<file path="config.mk">
export PLATFORM = sky130hd
export DESIGN_NAME = s2mm_desc_sched_flat
export DESIGN_NICKNAME = d
export VERILOG_FILES = /design/src/rtl/s2mm_pkg.sv /design/src/rtl/ps_if.sv /design/src/rtl/s2mm_desc_sched_fifo.sv /design/src/rtl/s2mm_desc_sched.sv /design/src/flat_wrapper.sv
export SDC_FILE = /design/constraint.sdc
export NUM_CORES = 1
export LEC_CHECK = 0
export ABC_AREA = 1
export CAP_MARGIN = 20
export CORE_MARGIN = 2
export CORE_UTILIZATION = 35
export CTS_BUF_LIST = sky130_fd_sc_hd__clkbuf_8
export DETAILED_ROUTE_END_ITERATION = 8
export RECOVER_POWER = 25
export SYNTH_ARGS = -nofsm -noshare
export SYNTH_HDL_FRONTEND = slang
export SYNTH_SLANG_ARGS = --single-unit
</file>
<file path="constraint.sdc">
create_clock -name clk -period 8.4 [get_ports clk]
set_clock_uncertainty 0.2 [all_clocks]
set_input_delay 1.68 -clock clk [delete_from_list [all_inputs] [get_ports clk]]
set_output_delay 1.68 -clock clk [all_outputs]
set_load 0.02 [all_outputs]
</file>
<file path="src/rtl/s2mm_pkg.sv">
// s2mm_pkg: shared definitions for the S2MM descriptor scheduler.
//   - software register indices (ps side) and s2mm engine register indices
//   - scheduler FSM state encoding (visible in STATUS bits 26:24)
//   - CMP_HEAD field positions and the byte-count helper
package s2mm_pkg;

  // Software-facing register indices
  localparam logic [7:0] REG_DESC_PUSH = 8'd0;
  localparam logic [7:0] REG_STATUS    = 8'd1;
  localparam logic [7:0] REG_CMP_HEAD  = 8'd2;

  // s2mm engine register indices
  localparam logic [7:0] S2MM_ADDR  = 8'd0;
  localparam logic [7:0] S2MM_ERROR = 8'd2;

  // CMP_HEAD layout
  localparam int CMP_VALID_BIT = 31;
  localparam int CMP_ERR_BIT   = 30;
  localparam int CMP_CNT_W     = 24;

  localparam logic [23:0] BYTE_CNT_MAX = 24'hFF_FFFF;

  typedef enum logic [2:0] {
    IDLE    = 3'd0,
    PROGRAM = 3'd1,
    ARMED   = 3'd2,
    BUSY    = 3'd3,
    COLLECT = 3'd4,
    PUSH    = 3'd5
  } state_t;

  // Beats to bytes, clamped so a huge packet never wraps the 24-bit field.
  function automatic logic [23:0] beats_to_bytes(input logic [23:0] beats,
                                                 input logic [15:0] bytes_per_beat);
    logic [39:0] prod;
    prod = {16'd0, beats} * {24'd0, bytes_per_beat};
    if (prod > {16'd0, BYTE_CNT_MAX}) begin
      beats_to_bytes = BYTE_CNT_MAX;
    end else begin
      beats_to_bytes = prod[23:0];
    end
  endfunction

endpackage

</file>
<file path="src/rtl/ps_if.sv">
// ps_if: simple register port (write: waddr/wdata/wvalid -> wready/wresp,
// read: raddr/arvalid -> rvalid/rdata). Master issues, slave responds.
interface ps_if;
  logic [7:0]  waddr;
  logic [31:0] wdata;
  logic        wvalid;
  logic        wready;
  logic        wresp;
  logic [7:0]  raddr;
  logic        arvalid;
  logic        rvalid;
  logic [31:0] rdata;

  modport master (output waddr, wdata, wvalid, raddr, arvalid,
                  input  wready, wresp, rvalid, rdata);
  modport slave  (input  waddr, wdata, wvalid, raddr, arvalid,
                  output wready, wresp, rvalid, rdata);
endinterface

</file>
<file path="src/rtl/s2mm_desc_sched_fifo.sv">
// sync_fifo: single-clock FIFO with first-word-fall-through output.
// Ports: clk, rst_n (sync, active-low), push/din, pop/dout, full, empty, count.
// Push when full and pop when empty are ignored; simultaneous push and pop
// leave count unchanged.
module sync_fifo #(
  parameter int WIDTH = 32,
  parameter int DEPTH = 4,
  localparam int AW = $clog2(DEPTH),
  localparam int CW = AW + 1
) (
  input  logic             clk,
  input  logic             rst_n,
  input  logic             push,
  input  logic [WIDTH-1:0] din,
  input  logic             pop,
  output logic [WIDTH-1:0] dout,
  output logic             full,
  output logic             empty,
  output logic [CW-1:0]    count
);

  logic [WIDTH-1:0] r_mem [DEPTH];
  logic [AW-1:0]    r_wr_ptr;
  logic [AW-1:0]    r_rd_ptr;
  logic [CW-1:0]    r_count;
  logic             w_do_push;
  logic             w_do_pop;

  assign w_do_push = push & ~full;
  assign w_do_pop  = pop & ~empty;
  assign full      = (r_count == CW'(DEPTH));
  assign empty     = (r_count == {CW{1'b0}});
  assign count     = r_count;
  assign dout      = r_mem[r_rd_ptr];

  // Pointers and occupancy
  always_ff @(posedge clk) begin
    if (!rst_n) begin
      r_wr_ptr <= {AW{1'b0}};
      r_rd_ptr <= {AW{1'b0}};
      r_count  <= {CW{1'b0}};
    end else begin
      if (w_do_push) r_wr_ptr <= r_wr_ptr + 1'b1;
      if (w_do_pop)  r_rd_ptr <= r_rd_ptr + 1'b1;
      case ({w_do_push, w_do_pop})
        2'b10:   r_count <= r_count + 1'b1;
        2'b01:   r_count <= r_count - 1'b1;
        default: r_count <= r_count;
      endcase
    end
  end

  // Storage (contents are don't-care while empty, so no reset)
  always_ff @(posedge clk) begin
    if (w_do_push) r_mem[r_wr_ptr] <= din;
  end

endmodule

</file>
<file path="src/rtl/s2mm_desc_sched.sv">
// s2mm_desc_sched: feeds buffer addresses from a descriptor FIFO to an s2mm
// engine one packet at a time, counts the packet's beats by monitoring the
// stream, reads back the engine's error flag and queues a completion record.
// Ports:
//   clk, rst_n            clock, synchronous active-low reset
//   ps_i  (slave)         software regs: 0 DESC_PUSH, 1 STATUS, 2 CMP_HEAD
//   ctl_o (master)        s2mm engine register port
//   tap_valid/ready/last  monitor of the s2mm input stream
//   gate_o                stream enable (high only while a descriptor is armed)
//   irq_o                 high while the completion FIFO holds records
module s2mm_desc_sched
  import s2mm_pkg::*;
#(
  parameter int DATA_WIDTH = 32,
  parameter int DESC_DEPTH = 4
) (
  input  logic clk,
  input  logic rst_n,
  ps_if.slave  ps_i,
  ps_if.master ctl_o,
  input  logic tap_valid,
  input  logic tap_ready,
  input  logic tap_last,
  output logic gate_o,
  output logic irq_o
);

  localparam int          CW             = $clog2(DESC_DEPTH) + 1;
  localparam logic [15:0] BYTES_PER_BEAT = 16'(DATA_WIDTH / 8);

  state_t        r_state;
  state_t        w_next_state;
  logic          r_wresp;
  logic          r_ovf;
  logic [23:0]   r_beats;
  logic [31:0]   r_addr;
  logic          r_err;
  logic          r_wvalid;
  logic          r_arvalid;
  logic          r_gate;

  logic          w_hs;
  logic          w_wr_push;
  logic          w_desc_push, w_desc_pop, w_desc_full, w_desc_empty;
  logic [31:0]   w_desc_dout;
  logic [CW-1:0] w_desc_count;
  logic          w_cmp_push, w_cmp_pop, w_cmp_full, w_cmp_empty;
  logic [24:0]   w_cmp_din, w_cmp_dout;
  logic [CW-1:0] w_cmp_count;
  logic [31:0]   w_status, w_cmp_head, w_rdata;
  logic          w_unused;

  assign w_hs        = tap_valid & tap_ready;
  assign w_wr_push   = ps_i.wvalid & (ps_i.waddr == REG_DESC_PUSH);
  assign w_desc_push = w_wr_push & ~w_desc_full;
  assign w_cmp_pop   = ps_i.wvalid & (ps_i.waddr == REG_CMP_HEAD) & ~w_cmp_empty;
  assign w_cmp_din   = {r_err, beats_to_bytes(r_beats, BYTES_PER_BEAT)};

  sync_fifo #(.WIDTH(32), .DEPTH(DESC_DEPTH)) u_desc_fifo (
    .clk(clk), .rst_n(rst_n), .push(w_desc_push), .din(ps_i.wdata),
    .pop(w_desc_pop), .dout(w_desc_dout), .full(w_desc_full),
    .empty(w_desc_empty), .count(w_desc_count)
  );

  sync_fifo #(.WIDTH(25), .DEPTH(DESC_DEPTH)) u_cmp_fifo (
    .clk(clk), .rst_n(rst_n), .push(w_cmp_push), .din(w_cmp_din),
    .pop(w_cmp_pop), .dout(w_cmp_dout), .full(w_cmp_full),
    .empty(w_cmp_empty), .count(w_cmp_count)
  );

  // Software register port: write handshake and sticky overflow
  always_ff @(posedge clk) begin
    if (!rst_n) begin
      r_wresp <= 1'b0;
      r_ovf   <= 1'b0;
    end else begin
      r_wresp <= ps_i.wvalid;
      if (w_wr_push && w_desc_full) begin
        r_ovf <= 1'b1;
      end else if (ps_i.wvalid && (ps_i.waddr == REG_STATUS)) begin
        r_ovf <= 1'b0;
      end
    end
  end

  // Read-data mux
  always_comb begin
    w_status = {5'd0, r_state, 4'd0, 4'(w_cmp_count), 4'd0, 4'(w_desc_count),
                5'd0, r_ovf, w_desc_full, w_desc_empty};
    w_cmp_head = 32'd0;
    if (!w_cmp_empty) begin
      w_cmp_head[CMP_VALID_BIT]   = 1'b1;
      w_cmp_head[CMP_ERR_BIT]     = w_cmp_dout[24];
      w_cmp_head[CMP_CNT_W-1:0]   = w_cmp_dout[23:0];
    end else begin
      w_cmp_head = 32'd0;
    end
    case (ps_i.raddr)
      REG_STATUS:   w_rdata = w_status;
      REG_CMP_HEAD: w_rdata = w_cmp_head;
      default:      w_rdata = 32'd0;
    endcase
  end

  assign ps_i.wready = 1'b1;
  assign ps_i.wresp  = r_wresp;
  assign ps_i.rvalid = ps_i.arvalid;
  assign ps_i.rdata  = w_rdata;

  // FSM state register
  always_ff @(posedge clk) begin
    if (!rst_n) begin
      r_state <= IDLE;
    end else begin
      r_state <= w_next_state;
    end
  end

  // FSM next state and FIFO strobes
  always_comb begin
    w_next_state = r_state;
    w_desc_pop   = 1'b0;
    w_cmp_push   = 1'b0;
    case (r_state)
      IDLE: begin
        if (!w_desc_empty) begin
          w_desc_pop   = 1'b1;
          w_next_state = PROGRAM;
        end else begin
          w_next_state = IDLE;
        end
      end
      PROGRAM: begin
        if (ctl_o.wresp) w_next_state = ARMED;
        else             w_next_state = PROGRAM;
      end
      ARMED: begin
        if (w_hs) w_next_state = tap_last ? COLLECT : BUSY;
        else      w_next_state = ARMED;
      end
      BUSY: begin
        if (w_hs && tap_last) w_next_state = COLLECT;
        else                  w_next_state = BUSY;
      end
      COLLECT: begin
        if (r_arvalid && ctl_o.rvalid) w_next_state = PUSH;
        else                           w_next_state = COLLECT;
      end
      PUSH: begin
        if (!w_cmp_full) begin
          w_cmp_push   = 1'b1;
          w_next_state = IDLE;
        end else begin
          w_next_state = PUSH;
        end
      end
      default: w_next_state = IDLE;
    endcase
  end

  // Registered engine requests, stream gate, beat counter and captured error.
  // Requests are decoded from the next state so they line up with the state.
  always_ff @(posedge clk) begin
    if (!rst_n) begin
      r_wvalid  <= 1'b0;
      r_arvalid <= 1'b0;
      r_gate    <= 1'b0;
      r_addr    <= 32'd0;
      r_beats   <= 24'd0;
      r_err     <= 1'b0;
    end else begin
      r_wvalid  <= (r_state == IDLE) && (w_next_state == PROGRAM);
      r_arvalid <= (w_next_state == COLLECT);
      r_gate    <= (w_next_state == ARMED) || (w_next_state == BUSY);
      if (w_desc_pop) r_addr <= w_desc_dout;
      case (r_state)
        ARMED:   r_beats <= w_hs ? 24'd1 : 24'd0;
        BUSY: begin
          if (w_hs && (r_beats != BYTE_CNT_MAX)) r_beats <= r_beats + 24'd1;
        end
        default: r_beats <= r_beats;
      endcase
      if ((r_state == COLLECT) && r_arvalid && ctl_o.rvalid) r_err <= ctl_o.rdata[0];
    end
  end

  assign ctl_o.waddr   = S2MM_ADDR;
  assign ctl_o.wdata   = r_addr;
  assign ctl_o.wvalid  = r_wvalid;
  assign ctl_o.raddr   = S2MM_ERROR;
  assign ctl_o.arvalid = r_arvalid;
  assign gate_o        = r_gate;
  assign irq_o         = ~w_cmp_empty;

  // Engine write-ready and upper error-register bits carry no information here
  assign w_unused = &{1'b0, ctl_o.wready, ctl_o.rdata[31:1]};

endmodule
</file>
<file path="src/flat_wrapper.sv">
// flat-port wrapper written by rule: the top's interface ports become plain ports
module s2mm_desc_sched_flat import s2mm_pkg::*;
#(
  parameter int DATA_WIDTH = 32,
  parameter int DESC_DEPTH = 4
)
  (clk, rst_n, tap_valid, tap_ready, tap_last, gate_o, irq_o, ps_i_waddr, ps_i_wdata, ps_i_wvalid, ps_i_raddr, ps_i_arvalid, ps_i_wready, ps_i_wresp, ps_i_rvalid, ps_i_rdata, ctl_o_waddr, ctl_o_wdata, ctl_o_wvalid, ctl_o_raddr, ctl_o_arvalid, ctl_o_wready, ctl_o_wresp, ctl_o_rvalid, ctl_o_rdata);
  ps_if ps_i_i ();
  ps_if ctl_o_i ();
  input  logic clk;
  input  logic rst_n;
  input  logic tap_valid;
  input  logic tap_ready;
  input  logic tap_last;
  output logic gate_o;
  output logic irq_o;
  input wire logic [$bits(ps_i_i.waddr)-1:0] ps_i_waddr;
  input wire logic [$bits(ps_i_i.wdata)-1:0] ps_i_wdata;
  input wire logic [$bits(ps_i_i.wvalid)-1:0] ps_i_wvalid;
  input wire logic [$bits(ps_i_i.raddr)-1:0] ps_i_raddr;
  input wire logic [$bits(ps_i_i.arvalid)-1:0] ps_i_arvalid;
  output wire logic [$bits(ps_i_i.wready)-1:0] ps_i_wready;
  output wire logic [$bits(ps_i_i.wresp)-1:0] ps_i_wresp;
  output wire logic [$bits(ps_i_i.rvalid)-1:0] ps_i_rvalid;
  output wire logic [$bits(ps_i_i.rdata)-1:0] ps_i_rdata;
  output wire logic [$bits(ctl_o_i.waddr)-1:0] ctl_o_waddr;
  output wire logic [$bits(ctl_o_i.wdata)-1:0] ctl_o_wdata;
  output wire logic [$bits(ctl_o_i.wvalid)-1:0] ctl_o_wvalid;
  output wire logic [$bits(ctl_o_i.raddr)-1:0] ctl_o_raddr;
  output wire logic [$bits(ctl_o_i.arvalid)-1:0] ctl_o_arvalid;
  input wire logic [$bits(ctl_o_i.wready)-1:0] ctl_o_wready;
  input wire logic [$bits(ctl_o_i.wresp)-1:0] ctl_o_wresp;
  input wire logic [$bits(ctl_o_i.rvalid)-1:0] ctl_o_rvalid;
  input wire logic [$bits(ctl_o_i.rdata)-1:0] ctl_o_rdata;
  assign ps_i_i.waddr = ps_i_waddr;
  assign ps_i_i.wdata = ps_i_wdata;
  assign ps_i_i.wvalid = ps_i_wvalid;
  assign ps_i_i.raddr = ps_i_raddr;
  assign ps_i_i.arvalid = ps_i_arvalid;
  assign ps_i_wready = ps_i_i.wready;
  assign ps_i_wresp = ps_i_i.wresp;
  assign ps_i_rvalid = ps_i_i.rvalid;
  assign ps_i_rdata = ps_i_i.rdata;
  assign ctl_o_waddr = ctl_o_i.waddr;
  assign ctl_o_wdata = ctl_o_i.wdata;
  assign ctl_o_wvalid = ctl_o_i.wvalid;
  assign ctl_o_raddr = ctl_o_i.raddr;
  assign ctl_o_arvalid = ctl_o_i.arvalid;
  assign ctl_o_i.wready = ctl_o_wready;
  assign ctl_o_i.wresp = ctl_o_wresp;
  assign ctl_o_i.rvalid = ctl_o_rvalid;
  assign ctl_o_i.rdata = ctl_o_rdata;
  s2mm_desc_sched #(.DATA_WIDTH(DATA_WIDTH), .DESC_DEPTH(DESC_DEPTH)) u_core (.clk(clk), .rst_n(rst_n), .ps_i(ps_i_i), .ctl_o(ctl_o_i), .tap_valid(tap_valid), .tap_ready(tap_ready), .tap_last(tap_last), .gate_o(gate_o), .irq_o(irq_o));
endmodule
</file>
# Word level (Yosys, flattened, before mapping)
# Memory sizes are Yosys's and may differ from the RTL's. A register that Yosys moved wholly into a read port is not among the register bits.
# Cells that the tools add are included.
# word_totals
wordCells,108
mem_count,2
input_bits,90
mem_bits_rw,228
reg_bits,47
# classes
muxes,29
n_lt_le_gt_ge,1
n_bitwise,13
reduce_logical,19
add_sub_neg,9
eq_ne,21
# memory_table
memory,depth,width,read_ports,rd_ports_with_merged_regs,wr,line,rtl
u_core.u_desc_fifo.r_mem,4,32,1,1,1,s2mm_desc_sched_fifo.sv:22,logic [WIDTH-1:0] r_mem [DEPTH];
u_core.u_cmp_fifo.r_mem,4,25,1,1,1,s2mm_desc_sched_fifo.sv:22,
# op_table
cell,n
24-bit two-way mux,3
32-bit one-hot mux with 2 select lines,1
24-bit one-hot mux with 2 select lines,1
26-bit by 24-bit greater-than comparator with 1-bit output (second input constant),1
24-bit by 1-bit adder with 24-bit output (second input constant),1
24-bit inequality test (second input constant),1
3-bit one-hot mux with 6 select lines,1
8-bit by 1-bit == test with 1-bit output (second input constant),2
8-bit by 2-bit == test with 1-bit output (second input constant),2
3-bit == test (second input constant),5
1-bit two-way mux,13
3-bit by 2-bit == test with 1-bit output (second input constant),4
3-bit two-way mux,4
3-bit one-hot mux with 2 select lines,2
1-bit bitwise AND,9
3-bit zero test,3
2-bit by 1-bit adder with 2-bit output (second input constant),4
1-bit logical AND,8
8-bit zero test,1
2-bit two-way mux,4
2-bit nonzero test,4
3-bit by 1-bit adder with 3-bit output (second input constant),2
3-bit by 1-bit == test with 1-bit output (second input constant),2
3-bit by 1-bit subtractor with 3-bit output (second input constant),2
other kinds (7),12

# Longest topological paths before layout
# Gate-level depths: netlist of run 1.
# depth
depth_word,6
ltp_mapped,12

# Cells and area by module
# From an unflattened synthesis of run 1, not the netlist that was laid out.
# unflattened
cells_unflattened,1286
area_unflattened_um2,13236.4
# by_module_without_submodules
module,area_per_inst_um2,cells_each,instances,seq_area_each_um2
sync_fifo (u_core.u_desc_fifo),5276.3,379,1,4023.9
sync_fifo (u_core.u_cmp_fifo),4186.5,312,1,3183.1
s2mm_desc_sched,3773.6,595,1,1301.2

# Worst setup path before layout of run 1
# OpenSTA, ideal clock, no wires.
# synth_path
path_kind,input to output
startpoint,in ps_i_raddr[3]
endpoint,out ps_i_rdata[12]
arrival_ps,2673
path_slack_ps,3847
required_time_ps,6520
path_stages,6
path_buffers,1
path_cell_list,nor2_1 -> nand3_1 -> nor2_1 -> nand2_1 -> clkbuf_1 -> a21oi_1
# synth_via
elab_chain_len,2
# synth_lines
element,line,rtl
start: declaration,flat_wrapper.sv:20,input wire logic [$bits(ps_i_i.raddr)-1:0] ps_i_raddr;
8-bit by 2-bit == test with 1-bit output or 8-bit by 1-bit == test with 1-bit output (tied branches),s2mm_desc_sched.sv:98,case (ps_i.raddr)
32-bit one-hot mux with 2 select lines (*),s2mm_desc_sched.sv:98,
end: declaration,flat_wrapper.sv:25,output wire logic [$bits(ps_i_i.rdata)-1:0] ps_i_rdata;
# Every way passes the cells marked *; elsewhere a longest branch is shown, timed or not.

# Final worst setup path of run 1
# layout_path
startpoint,in ps_i_raddr[3]
endpoint,out ps_i_rdata[17]
# The elaborated chain is that of the path after synthesis.

==> flow_metrics.env, run 1 <==
export IMPL_cts_path_max_buffers=3
export IMPL_power_static_leakage_nw=5.54
export IMPL_timing_critical_path_to_type="primary output"
export IMPL_timing_reg2reg_setup_slack_ns=5.52
export IMPL_finalMaxSlewViolations=0
export IMPL_critical_path_peak_fanout=17
export IMPL_synthArstFlopShare_pct=0
export IMPL_overall_routed_net_length_um=30600
export IMPL_finalSetupTns_ns=0
export IMPL_synth_cells=1280
export IMPL_irDropWorstVdd_mv=0.192
export IMPL_rsz0062_at_grt="false"
export IMPL_path_clk_slew_ns=0.05
export IMPL_grt_total_usage_pct=15.9
export IMPL_layout_nets=1508
export IMPL_cts_hold_fix_buffers=0
export IMPL_i_o_pin_count=177
export IMPL_worstPathRequired_ns=6.52
export IMPL_report_power_total_mw=4.12
export IMPL_post_route_drc_count=0
export IMPL_core_area_um2=36400
export IMPL_dr_pass1_iters=5
export IMPL_timing_slew_headroom_pct=34.3
export IMPL_r2r_cells=10
export IMPL_antenna_left=0
export IMPL_floorplan_initialDensity_pct=35.3
export IMPL_post_layout_util_pct=42.6
export IMPL_synth_seq_area_share_pct=64.8
export IMPL_cts_resized=0
export IMPL_drive_above_1_share_pct=9.26
export IMPL_avgViaCountPerCell=4.82
export IMPL_layout_cells_non_filler=1916
export IMPL_category_of_the_critical_setup_timing_path="primary input to primary output"
export IMPL_holdPathStages=2
export IMPL_clkLatencyLatePin_ns=0.60
export IMPL_final_period_utilization_pct=69.4
export IMPL_fmaxAchievable_ghz=0.171
export IMPL_drt_initial_drc_count=484
export IMPL_globalRouteOverflowTotal=0
export IMPL_die_area_um2=38300
export IMPL_synthesis_area_um2=12900
export IMPL_power_density_relative_to_cell_area_nw_per_um2=265
export IMPL_layout_cells_most_common_list="sky130_fd_sc_hd__nor2_1, sky130_fd_sc_hd__edfxtp_1, sky130_fd_sc_hd__o21ai_0, sky130_fd_sc_hd__nand2_1, sky130_fd_sc_hd__clkdlybuf4s50_1"
export IMPL_routed_via_count=9239
export IMPL_numCtsBuffers=51
export IMPL_final_area_um2=15500
export IMPL_cp_data_arrival_time_ns=3.95
export IMPL_grt_start_max_net_pins=71
export IMPL_grt_pass1_wl_um=47900
export IMPL_globalplace_congestion=0.802
export IMPL_htreeDepth=2
export IMPL_synth_compound_area_share_pct=10.7
export IMPL_maxCapViolations=0
export IMPL_yosysUniqueCellTypes=35
export IMPL_average_cell_area_after_synthesis_um2=10.1
export IMPL_dieHeight_um=196
export IMPL_post_cts_setup_buffers=0
export IMPL_postSynth_topFlopCell="sky130_fd_sc_hd__edfxtp_1"
export IMPL_synth_top_family_by_area="simple AND/OR/NAND/NOR gates"
export IMPL_synth_seq_cells=305
export IMPL_rr_startpoint="u_core.u_desc_fifo.count[0]$_SDFFE_PN0P_"
export IMPL_post_place_cells=1820
export IMPL_worstSetupStartpointType="primary input"
export IMPL_layout_area_overhead_vs_synth_pct=20.6
export IMPL_yosys_area_share_simple_pct=17.1
export IMPL_synth_fa_ha_area_share_pct=1.38
export IMPL_status="complete, no violations"
export IMPL_io_buffers=122
export IMPL_floorplan_die_width_um=196
export IMPL_antenna_violations_before_repair=3
export IMPL_synth_xor_area_share_pct=0.136
export IMPL_fp_row_count=70
export IMPL_cts_root_buf="sky130_fd_sc_hd__clkbuf_8"
export IMPL_worst_hold_path_type="flop to flop"
export IMPL_wl_per_cell_um=16.0
export IMPL_period_needed_ns=5.83
export IMPL_worst_r2r_endpoint="u_core.u_desc_fifo.count[2]$_SDFFE_PN0P_"
export IMPL_yosys_mux_area_fraction_pct=0
export IMPL_finalHoldViolations=0
export IMPL_hpwl_um=18100
export IMPL_grt_pass1_vias=9055
export IMPL_tritoncts_clock_tree="done"
export IMPL_ys_warn_count=0
export IMPL_worstHoldStart="u_core.u_cmp_fifo.r_rd_ptr[1]$_SDFFE_PN0P_"
export IMPL_most_common_library_cell_in_the_layout_ignoring_fill_and_taps="sky130_fd_sc_hd__nor2_1"
export IMPL_cts_num_sinks=305
export IMPL_detailed_place_area_um2=14500
export IMPL_number_of_flops_mapped_to_enable_cells_by_yosys=224
export IMPL_timing_final_setup_violations=0
export IMPL_worst_slew_pin_transition_ns=0.983
[where the power goes]
part	total [mW]	switching, mW	internal, mW
clock network	1.37	0.597	0.774
logic	0.911	0.617	0.294
registers	1.84	0.0743	1.76
[cells in the mapped netlist, types with 3 or more instances]
| master | n | area, um2 |
|---|---|---|
| sky130_fd_sc_hd__a21oi_1 | 51 | 255 |
| sky130_fd_sc_hd__a31oi_1 | 32 | 200 |
| sky130_fd_sc_hd__buf_2 | 11 | 55.1 |
| sky130_fd_sc_hd__buf_4 | 21 | 158 |
| sky130_fd_sc_hd__buf_6 | 4 | 45.0 |
| sky130_fd_sc_hd__clkbuf_1 | 45 | 169 |
| sky130_fd_sc_hd__dfxtp_1 | 81 | 1620 |
| sky130_fd_sc_hd__edfxtp_1 | 224 | 6730 |
| sky130_fd_sc_hd__ha_1 | 11 | 138 |
| sky130_fd_sc_hd__inv_1 | 70 | 263 |
| sky130_fd_sc_hd__inv_2 | 11 | 41.3 |
| sky130_fd_sc_hd__nand2_1 | 136 | 510 |
| sky130_fd_sc_hd__nand2_2 | 5 | 31.3 |
| sky130_fd_sc_hd__nand2_4 | 3 | 33.8 |
| sky130_fd_sc_hd__nand3_1 | 55 | 275 |
| sky130_fd_sc_hd__nand4_1 | 10 | 62.6 |
| sky130_fd_sc_hd__nor2_1 | 289 | 1080 |
| sky130_fd_sc_hd__nor2_2 | 5 | 31.3 |
| sky130_fd_sc_hd__nor2_4 | 4 | 45.0 |
| sky130_fd_sc_hd__nor3_1 | 10 | 50.1 |
| sky130_fd_sc_hd__o21ai_0 | 162 | 811 |
| sky130_fd_sc_hd__o21ai_1 | 11 | 55.1 |
| sky130_fd_sc_hd__o22ai_1 | 8 | 50.1 |
| sky130_fd_sc_hd__or2_2 | 5 | 31.3 |
[worst max-delay path, stage by stage]
cell and delay [ns]:
sky130_fd_sc_hd__clkdlybuf4s50_1 0.41, sky130_fd_sc_hd__nor2_1 0.14, sky130_fd_sc_hd__nand3_1 0.09, sky130_fd_sc_hd__nor2_1 0.09
sky130_fd_sc_hd__nand2_1 0.42, sky130_fd_sc_hd__inv_2 0.31, sky130_fd_sc_hd__nand2_1 0.07, sky130_fd_sc_hd__o21ai_0 0.09
sky130_fd_sc_hd__clkdlybuf4s50_1 0.65
[worst max path at each step]
stage / end / start
after CTS: ps_i_rdata[17] / ps_i_raddr[3]
final: ps_i_rdata[17] / ps_i_raddr[3]
after global placement: ps_i_rdata[17] / ps_i_raddr[3]
after detailed placement: ps_i_rdata[17] / ps_i_raddr[3]
after global routing: ps_i_rdata[8] / ps_i_raddr[3]
after floorplan: ps_i_rdata[12] / ps_i_raddr[3]
[sequential cells by signal (all words and copies together) (netlist names), 2 cells and up, named ones only]
| signal | count |
|---|---|
| u_core.ctl_o.wdata | 32 |
| u_core.r_beats | 24 |
| u_core.r_state | 3 |
| u_core.u_cmp_fifo.count | 3 |
| u_core.u_cmp_fifo.r_mem | 96 |
| u_core.u_cmp_fifo.r_rd_ptr | 2 |
| u_core.u_cmp_fifo.r_wr_ptr | 2 |
| u_core.u_desc_fifo.count | 3 |
| u_core.u_desc_fifo.r_mem | 128 |
| u_core.u_desc_fifo.r_rd_ptr | 2 |
| u_core.u_desc_fifo.r_wr_ptr | 2 |
[kinds of logic after synthesis]
family                   Yosys count
XOR/XNOR                           2
AND/OR/NAND/NOR                  527
other                              2
adder cells (fa/ha/maj)           13
flip-flops                       305
AO/OA/AOI/OAI                    265
buffers and inverters            166
[cell type report]
| class | count | area (um2) |
|---|---|---|
| diodes | 1 | 2.50 |
| clock buffers | 60 | 826 |
| clock inverters | 35 | 253 |
| fillers | 3498 | 20900 |
| inverters | 83 | 312 |
| multi-input cells | 827 | 3880 |
| flip-flops and latches | 305 | 8350 |
| well taps | 468 | 586 |
| repair buffers | 137 | 1330 |
[through the flow]
stage / hold slack, ns / setup slack (ns)
global placement: 0.253 / 2.56
finish: 0.266 / 2.57
floorplan: 0.239 / 3.85
CTS: 0.270 / 2.51
global route: 0.295 / 2.26
detailed placement: 0.263 / 2.53
[layer usage]
| layer | GRT usage [%] | part of all wire, % | vias to the layer above |
|---|---|---|---|
| met5 | 0 | 0.078 | - |
| met4 | 6.03 | 2.1 | 4 |
| met3 | 4.50 | 6.8 | 52 |
| met2 | 26.7 | 47 | 236 |
| met1 | 19.6 | 44 | 4344 |
| li1 | - | - | 4603 |
(Power assumes the default switching activity.)
==> run 2: changes to the inputs <==
==> constraint.sdc (replaced) <==
create_clock -name clk -period 5.5 [get_ports clk]
set_clock_uncertainty 0.2 [all_clocks]
set_input_delay 1.1 -clock clk [delete_from_list [all_inputs] [get_ports clk]]
set_output_delay 1.1 -clock clk [all_outputs]
set_load 0.02 [all_outputs]
==> run 2 against run 1 <==
Compared with the run above: first-iteration DRC count increased by 8.3%; cell count increased by 0.16%; combinational power increased by 51%; sequential share of layout area increased by 0.20 points.
==> flow_metrics.env, run 2 (synthesized netlist as in run 1, its figures left out) <==
export IMPL_status="complete, no violations"
export IMPL_timing_final_setup_violations=0
export IMPL_p_sw_mw=1.93
export IMPL_tritoncts_clock_tree="done"
export IMPL_dieHeight_um=196
export IMPL_layout_area_overhead_vs_synth_pct=20.2
export IMPL_critical_path_peak_fanout=17
export IMPL_cts_path_max_buffers=3
export IMPL_grt_pass1_vias=9044
export IMPL_top_register="u_core.u_desc_fifo.r_mem"
export IMPL_power_static_leakage_nw=5.50
export IMPL_irDropWorstVdd_mv=0.242
export IMPL_antenna_violations_before_repair=6
export IMPL_multiInputGateArea_um2=3880
export IMPL_worst_hold_path_type="flop to flop"
export IMPL_sw_frac_of_total_pct=31.5
export IMPL_cp_data_arrival_time_ns=3.35
export IMPL_internal_power_mw=4.20
export IMPL_cell_at_the_slowest_stage_of_the_critical_path="sky130_fd_sc_hd__clkdlybuf4s50_1"
export IMPL_wl_per_cell_um=15.8
export IMPL_worstSetupStartpointType="primary input"
export IMPL_final_area_um2=15500
export IMPL_core_area_um2=36400
export IMPL_floorplan_initialDensity_pct=35.3
export IMPL_cts_resized=0
export IMPL_cts_num_sinks=305
export IMPL_clkLatencyLatePin_ns=0.62
export IMPL_comb_power_share_pct=22.6
export IMPL_numCtsBuffers=53
export IMPL_drive_above_1_share_pct=8.85
export IMPL_cts_hold_fix_buffers=0
export IMPL_path_clk_slew_ns=0.06
export IMPL_timing_slew_headroom_pct=35.3
export IMPL_slowest_delay_ns=0.65
export IMPL_rsz0062_at_grt="false"
export IMPL_fmaxAchievable_ghz=0.215
export IMPL_number_of_inserted_filler_cells_in_the_final_layout=3495
export IMPL_floorplan_die_width_um=196
export IMPL_i_o_pin_count=177
export IMPL_grt_pass1_wl_um=47900
export IMPL_dr_pass1_iters=7
export IMPL_hpwl_um=18000
export IMPL_final_period_utilization_pct=84.5
export IMPL_finalSetupTns_ns=0
export IMPL_avgViaCountPerCell=4.81
export IMPL_overall_routed_net_length_um=30200
export IMPL_power_density_relative_to_cell_area_nw_per_um2=396
export IMPL_die_area_um2=38300
export IMPL_power_clock_fraction_pct=31.8
export IMPL_period_needed_ns=4.65
export IMPL_layout_nets=1512
export IMPL_finalMaxSlewViolations=0
export IMPL_finalHoldViolations=0
export IMPL_category_of_the_critical_setup_timing_path="primary input to primary output"
export IMPL_holdWs_ns=0.270
export IMPL_post_layout_util_pct=42.5
export IMPL_fp_row_count=70
export IMPL_globalRouteOverflowTotal=0
export IMPL_antenna_left=0
export IMPL_post_cts_setup_buffers=0
export IMPL_timing_critical_path_to_type="primary output"
export IMPL_grt_start_max_net_pins=71
export IMPL_report_power_total_mw=6.13
export IMPL_globalplace_congestion=0.803
export IMPL_detailed_place_area_um2=14500
export IMPL_crit_chain="clkdlybuf4s50_1 -> nor2_1 -> nand3_1 -> nor2_1 -> nand2_1 -> inv_2 -> nand2_1 -> o21ai_0 -> clkdlybuf4s50_1"
export IMPL_io_buffers=122
export IMPL_post_route_drc_count=0
export IMPL_layout_cells_most_common_list="sky130_fd_sc_hd__nor2_1, sky130_fd_sc_hd__edfxtp_1, sky130_fd_sc_hd__o21ai_0, sky130_fd_sc_hd__nand2_1, sky130_fd_sc_hd__clkdlybuf4s50_1"
export IMPL_critical_path_top_delay_family="buffers and inverters"
export IMPL_largest_reg_flops=128
export IMPL_worstPathRequired_ns=4.20
export IMPL_most_common_library_cell_in_the_layout_ignoring_fill_and_taps="sky130_fd_sc_hd__nor2_1"
export IMPL_drt_initial_drc_count=524
export IMPL_worst_path_buf_inv=3
export IMPL_htreeDepth=2
export IMPL_cts_root_buf="sky130_fd_sc_hd__clkbuf_8"
export IMPL_register_area_um2=8350
export IMPL_routed_via_count=9234
export IMPL_grt_total_usage_pct=16.0
export IMPL_worst_slew_pin_transition_ns=0.968
export IMPL_maxCapViolations=0
export IMPL_power_share_sequential_pct=45.6
==> run 2: cell types whose count changed in the layout (fill, tap and decap cells not counted), moves of 3 or more <==
cell                              before  now
sky130_fd_sc_hd__clkdlybuf4s50_1     106   92
sky130_fd_sc_hd__clkinv_1              8   12
sky130_fd_sc_hd__dlygate4sd3_1        15   29
sky130_fd_sc_hd__clkinv_2              7    3
sky130_fd_sc_hd__diode_2               1    4
==> run 2: area by class of cell <==
cell class,instances,area share (%)
inverters,83,2.01
multi-input cells,827,25.1
clock buffers,58,5.16
diodes,4,0.0647
flip-flops and latches,305,54.0
clock inverters,35,1.29
well taps,468,3.78
repair buffers,139,8.66
==> run 2: path summary, 6_finish.rpt <==
| check | start | to | slack [ns] | cells past startpoint |
|---|---|---|---|---|
| max | ps_i_raddr[3] | ps_i_rdata[10] | 0.85 | 9 |
| min | u_core.r_ovf$_SDFFE_PN0P_ | u_core.r_ovf$_SDFFE_PN0P_ | 0.27 | 2 |
| max reg2reg | u_core.u_desc_fifo.count[2]$_SDFFE_PN0P_ | u_core.u_desc_fifo.count[2]$_SDFFE_PN0P_ | 2.45 | 11 |
| min reg2reg | u_core.r_ovf$_SDFFE_PN0P_ | u_core.r_ovf$_SDFFE_PN0P_ | 0.27 | 2 |
==> run 2: stage by stage <==
| stage | worst slack (ns) | instances |
|---|---|---|
| 2_1_floorplan | 1.73 | 1298 |
| 3_3_place_gp | 0.834 | 1822 |
| 3_5_place_dp | 0.819 | 1822 |
| 4_1_cts | 0.810 | 1915 |
| 5_1_grt | 0.596 | 1915 |
| 6_report | 0.853 | 1919 |
==> run 2: worst min-delay path, cell delays in order, from the launching register on <==
cell and delay (ns):
sky130_fd_sc_hd__dfxtp_1 0.31, sky130_fd_sc_hd__nand2_1 0.06, sky130_fd_sc_hd__a21oi_1 0.05
==> run 2: routing by layer <==
layer	GRT usage (%)	wire, um
met1	19.3	13100
met4	6.03	729
met5	0	21
met3	4.74	2200
met2	27.0	14200
==> run 2: power by group through the flow <==
stage | Clock [mW] | Sequential [mW] | Combinational [mW]
3_3_place_gp | 0 | 2.84 | 1.38
3_5_place_dp | 0 | 2.84 | 1.41
5_1_grt | 2.12 | 2.82 | 1.57
2_1_floorplan | 0 | 2.89 | 0.856
6_report | 1.95 | 2.80 | 1.38
4_1_cts | 2.02 | 2.80 | 1.41
==> run 3: changes to the inputs <==
==> constraint.sdc (replaced) <==
create_clock -name clk -period 4.3 [get_ports clk]
set_clock_uncertainty 0.2 [all_clocks]
set_input_delay 0.86 -clock clk [delete_from_list [all_inputs] [get_ports clk]]
set_output_delay 0.86 -clock clk [all_outputs]
set_load 0.02 [all_outputs]
==> run 3 against run 2 <==
Compared with the run above: the flow now finishes with violations (max-capacitance violations, max-slew violations); sequential power is 27% higher; global-route usage down 0.26 points; worst hold slack better by 0.00080 ns; non-clock buffer count rose by 2; sequential cell count unchanged; combinational power increased by 31%; die area stayed put; clock-buffer cell count shrank 3; sequential share of layout area fell by 0.27 points; register-to-register slack got worse by 1.1 ns; critical path type is now flop to primary output.
==> flow_metrics.env, run 3 (synthesized netlist as in run 1, its figures left out) <==
export IMPL_crit_chain="inv_1 -> o21ai_0 -> o22ai_1 -> nand2_1 -> o21ai_0 -> clkdlybuf4s50_1"
export IMPL_timing_slew_headroom_pct=-73.7
export IMPL_number_of_inserted_filler_cells_in_the_final_layout=3453
export IMPL_routed_via_count=9199
export IMPL_dpl_worst_slack_ns=0.482
export IMPL_drive_above_1_share_pct=8.88
export IMPL_dr_pass1_iters=5
export IMPL_cp_data_arrival_time_ns=2.97
export IMPL_grt_pass1_vias=8723
export IMPL_fp_row_count=70
export IMPL_floorplan_die_width_um=196
export IMPL_overall_routed_net_length_um=30300
export IMPL_layout_area_overhead_vs_synth_pct=20.7
export IMPL_power_clock_fraction_pct=32.6
export IMPL_path_clk_slew_ns=0.06
export IMPL_holdPathStages=2
export IMPL_wl_per_cell_um=15.7
export IMPL_timing_critical_path_to_type="primary output"
export IMPL_grt_start_max_net_pins=70
export IMPL_worst_slew_pin_transition_ns=2.60
export IMPL_rsz0062_at_grt="false"
export IMPL_timing_reg2reg_setup_slack_ns=1.39
export IMPL_most_common_library_cell_in_the_layout_ignoring_fill_and_taps="sky130_fd_sc_hd__nor2_1"
export IMPL_comb_power_share_pct=22.8
export IMPL_clkLatencyLatePin_ns=0.61
export IMPL_grt_pass1_wl_um=47000
export IMPL_finalHoldViolations=0
export IMPL_cts_path_max_buffers=3
export IMPL_internal_power_mw=5.45
export IMPL_category_of_the_critical_setup_timing_path="flop to primary output"
export IMPL_globalRouteOverflowTotal=0
export IMPL_floorplan_initialDensity_pct=35.3
export IMPL_post_place_cells=1824
export IMPL_io_buffers=122
export IMPL_postLayoutSetupSlackWorst_ns=0.271
export IMPL_finalMaxSlewViolations=56
export IMPL_i_o_pin_count=177
export IMPL_status="complete, but fails checks"
export IMPL_critical_path_peak_fanout=24
export IMPL_worst_hold_path_type="flop to flop"
export IMPL_worst_r2r_endpoint="u_core.u_desc_fifo.count[2]$_SDFFE_PN0P_"
export IMPL_top_register="u_core.u_desc_fifo.r_mem"
export IMPL_cts_hold_fix_buffers=0
export IMPL_antenna_left=0
export IMPL_rr_startpoint="u_core.u_desc_fifo.count[2]$_SDFFE_PN0P_"
export IMPL_power_share_sequential_pct=44.7
export IMPL_r2r_cells=10
export IMPL_post_cts_setup_buffers=0
export IMPL_dieHeight_um=196
export IMPL_final_period_utilization_pct=93.7
export IMPL_finalSetupTns_ns=0
export IMPL_globalplace_congestion=0.809
export IMPL_layout_cells_most_common_list="sky130_fd_sc_hd__nor2_1, sky130_fd_sc_hd__edfxtp_1, sky130_fd_sc_hd__o21ai_0, sky130_fd_sc_hd__nand2_1, sky130_fd_sc_hd__inv_1"
export IMPL_core_area_um2=36400
export IMPL_report_power_total_mw=7.94
export IMPL_fmaxAchievable_ghz=0.248
export IMPL_post_layout_util_pct=42.7
export IMPL_worst_setup_path_endpoint="ps_i_rdata[16]"
export IMPL_power_static_leakage_nw=5.54
export IMPL_tritoncts_clock_tree="done"
export IMPL_cts_num_sinks=305
export IMPL_post_route_drc_count=0
export IMPL_cts_resized=0
export IMPL_timing_final_setup_violations=0
export IMPL_drt_initial_drc_count=450
export IMPL_avgViaCountPerCell=4.77
export IMPL_htreeDepth=2
export IMPL_sw_frac_of_total_pct=31.4
export IMPL_die_area_um2=38300
export IMPL_power_density_relative_to_cell_area_nw_per_um2=511
export IMPL_irDropWorstVdd_mv=0.396
export IMPL_maxCapViolations=1
export IMPL_worst_path_most_repeated_cell="sky130_fd_sc_hd__o21ai_0"
export IMPL_period_needed_ns=4.03
export IMPL_largest_reg_flops=128
export IMPL_layout_nets=1513
export IMPL_hpwl_um=18100
export IMPL_worstPathRequired_ns=3.24
export IMPL_cts_root_buf="sky130_fd_sc_hd__clkbuf_8"
export IMPL_numCtsBuffers=52
export IMPL_slowest_delay_ns=0.68
export IMPL_grt_total_usage_pct=15.7
export IMPL_p_sw_mw=2.49
export IMPL_cell_at_the_slowest_stage_of_the_critical_path="sky130_fd_sc_hd__inv_1"
export IMPL_layout_cells_non_filler=1927
export IMPL_violations="max-capacitance violations, max-slew violations"
export IMPL_worstSetupStartpointType="flop"
export IMPL_antenna_violations_before_repair=8
run 3: changes by cell type in the layout (fill, tap and decap cells not counted), moves of 3 or more:
cell,change
sky130_fd_sc_hd__inv_1,+5
sky130_fd_sc_hd__diode_2,+3
sky130_fd_sc_hd__dlygate4sd3_1,+3
sky130_fd_sc_hd__clkbuf_8,-3
sky130_fd_sc_hd__clkdlybuf4s50_1,-3
sky130_fd_sc_hd__clkinv_1,-3
run 3: area by class of cell:
type / count / area [um2] / area share, %
Clock buffer: 55 / 757 / 4.87
Multi-Input combinational cell: 827 / 3890 / 25.0
Clock inverter: 41 / 288 / 1.85
Timing Repair Buffer: 141 / 1350 / 8.69
Sequential cell: 305 / 8350 / 53.7
Inverter: 83 / 312 / 2.00
Tap cell: 468 / 586 / 3.77
Antenna cell: 7 / 17.5 / 0.113
run 3: how the worst min path moves through the flow:
stage / end / from
floorplan: u_core.r_ovf$_SDFFE_PN0P_ / u_core.r_ovf$_SDFFE_PN0P_
global placement: u_core.u_cmp_fifo.r_rd_ptr[1]$_SDFFE_PN0P_ / u_core.u_cmp_fifo.r_rd_ptr[1]$_SDFFE_PN0P_
finish: u_core.u_cmp_fifo.r_rd_ptr[1]$_SDFFE_PN0P_ / u_core.u_cmp_fifo.r_rd_ptr[1]$_SDFFE_PN0P_
CTS: flop / u_core.u_cmp_fifo.r_rd_ptr[1]$_SDFFE_PN0P_
global route: u_core.u_cmp_fifo.r_rd_ptr[1]$_SDFFE_PN0P_ / u_core.u_cmp_fifo.r_rd_ptr[1]$_SDFFE_PN0P_
detailed placement: u_core.u_cmp_fifo.r_rd_ptr[0]$_SDFFE_PN0P_ / u_core.u_cmp_fifo.r_rd_ptr[0]$_SDFFE_PN0P_
run 3: power by group through the flow:
stage | clock, mW | sequential (mW) | combinational, mW
6_report | 2.59 | 3.55 | 1.81
5_1_grt | 2.80 | 3.57 | 2.04
4_1_cts | 2.68 | 3.54 | 1.84
3_5_place_dp | 0 | 3.60 | 1.83
3_3_place_gp | 0 | 3.60 | 1.80
2_1_floorplan | 0 | 3.70 | 1.09
run 3: through the flow:
step                hold slack [ns]  area (um2)
floorplan                     0.239       12900
global placement              0.253       14500
detailed placement            0.263       14500
CTS                           0.274       15500
global route                  0.297       15500
finish                        0.271       15500
run 3: critical path: cells and delay by family (launching register included):
family	cells	cell delay [ns]
flip-flops	1	0.32
buffers and inverters	2	1.32
AND/OR/NAND/NOR	1	0.08
AO/OA/AOI/OAI	3	0.64
run 3: metal layers:
layer	track usage [%]	vias to the layer above	part of all wire, %
met5	0	-	0.076
met4	5.22	4	2.1
met3	4.97	50	7.3
met2	25.5	235	47
met1	20.0	4286	43
li1	-	4624	-
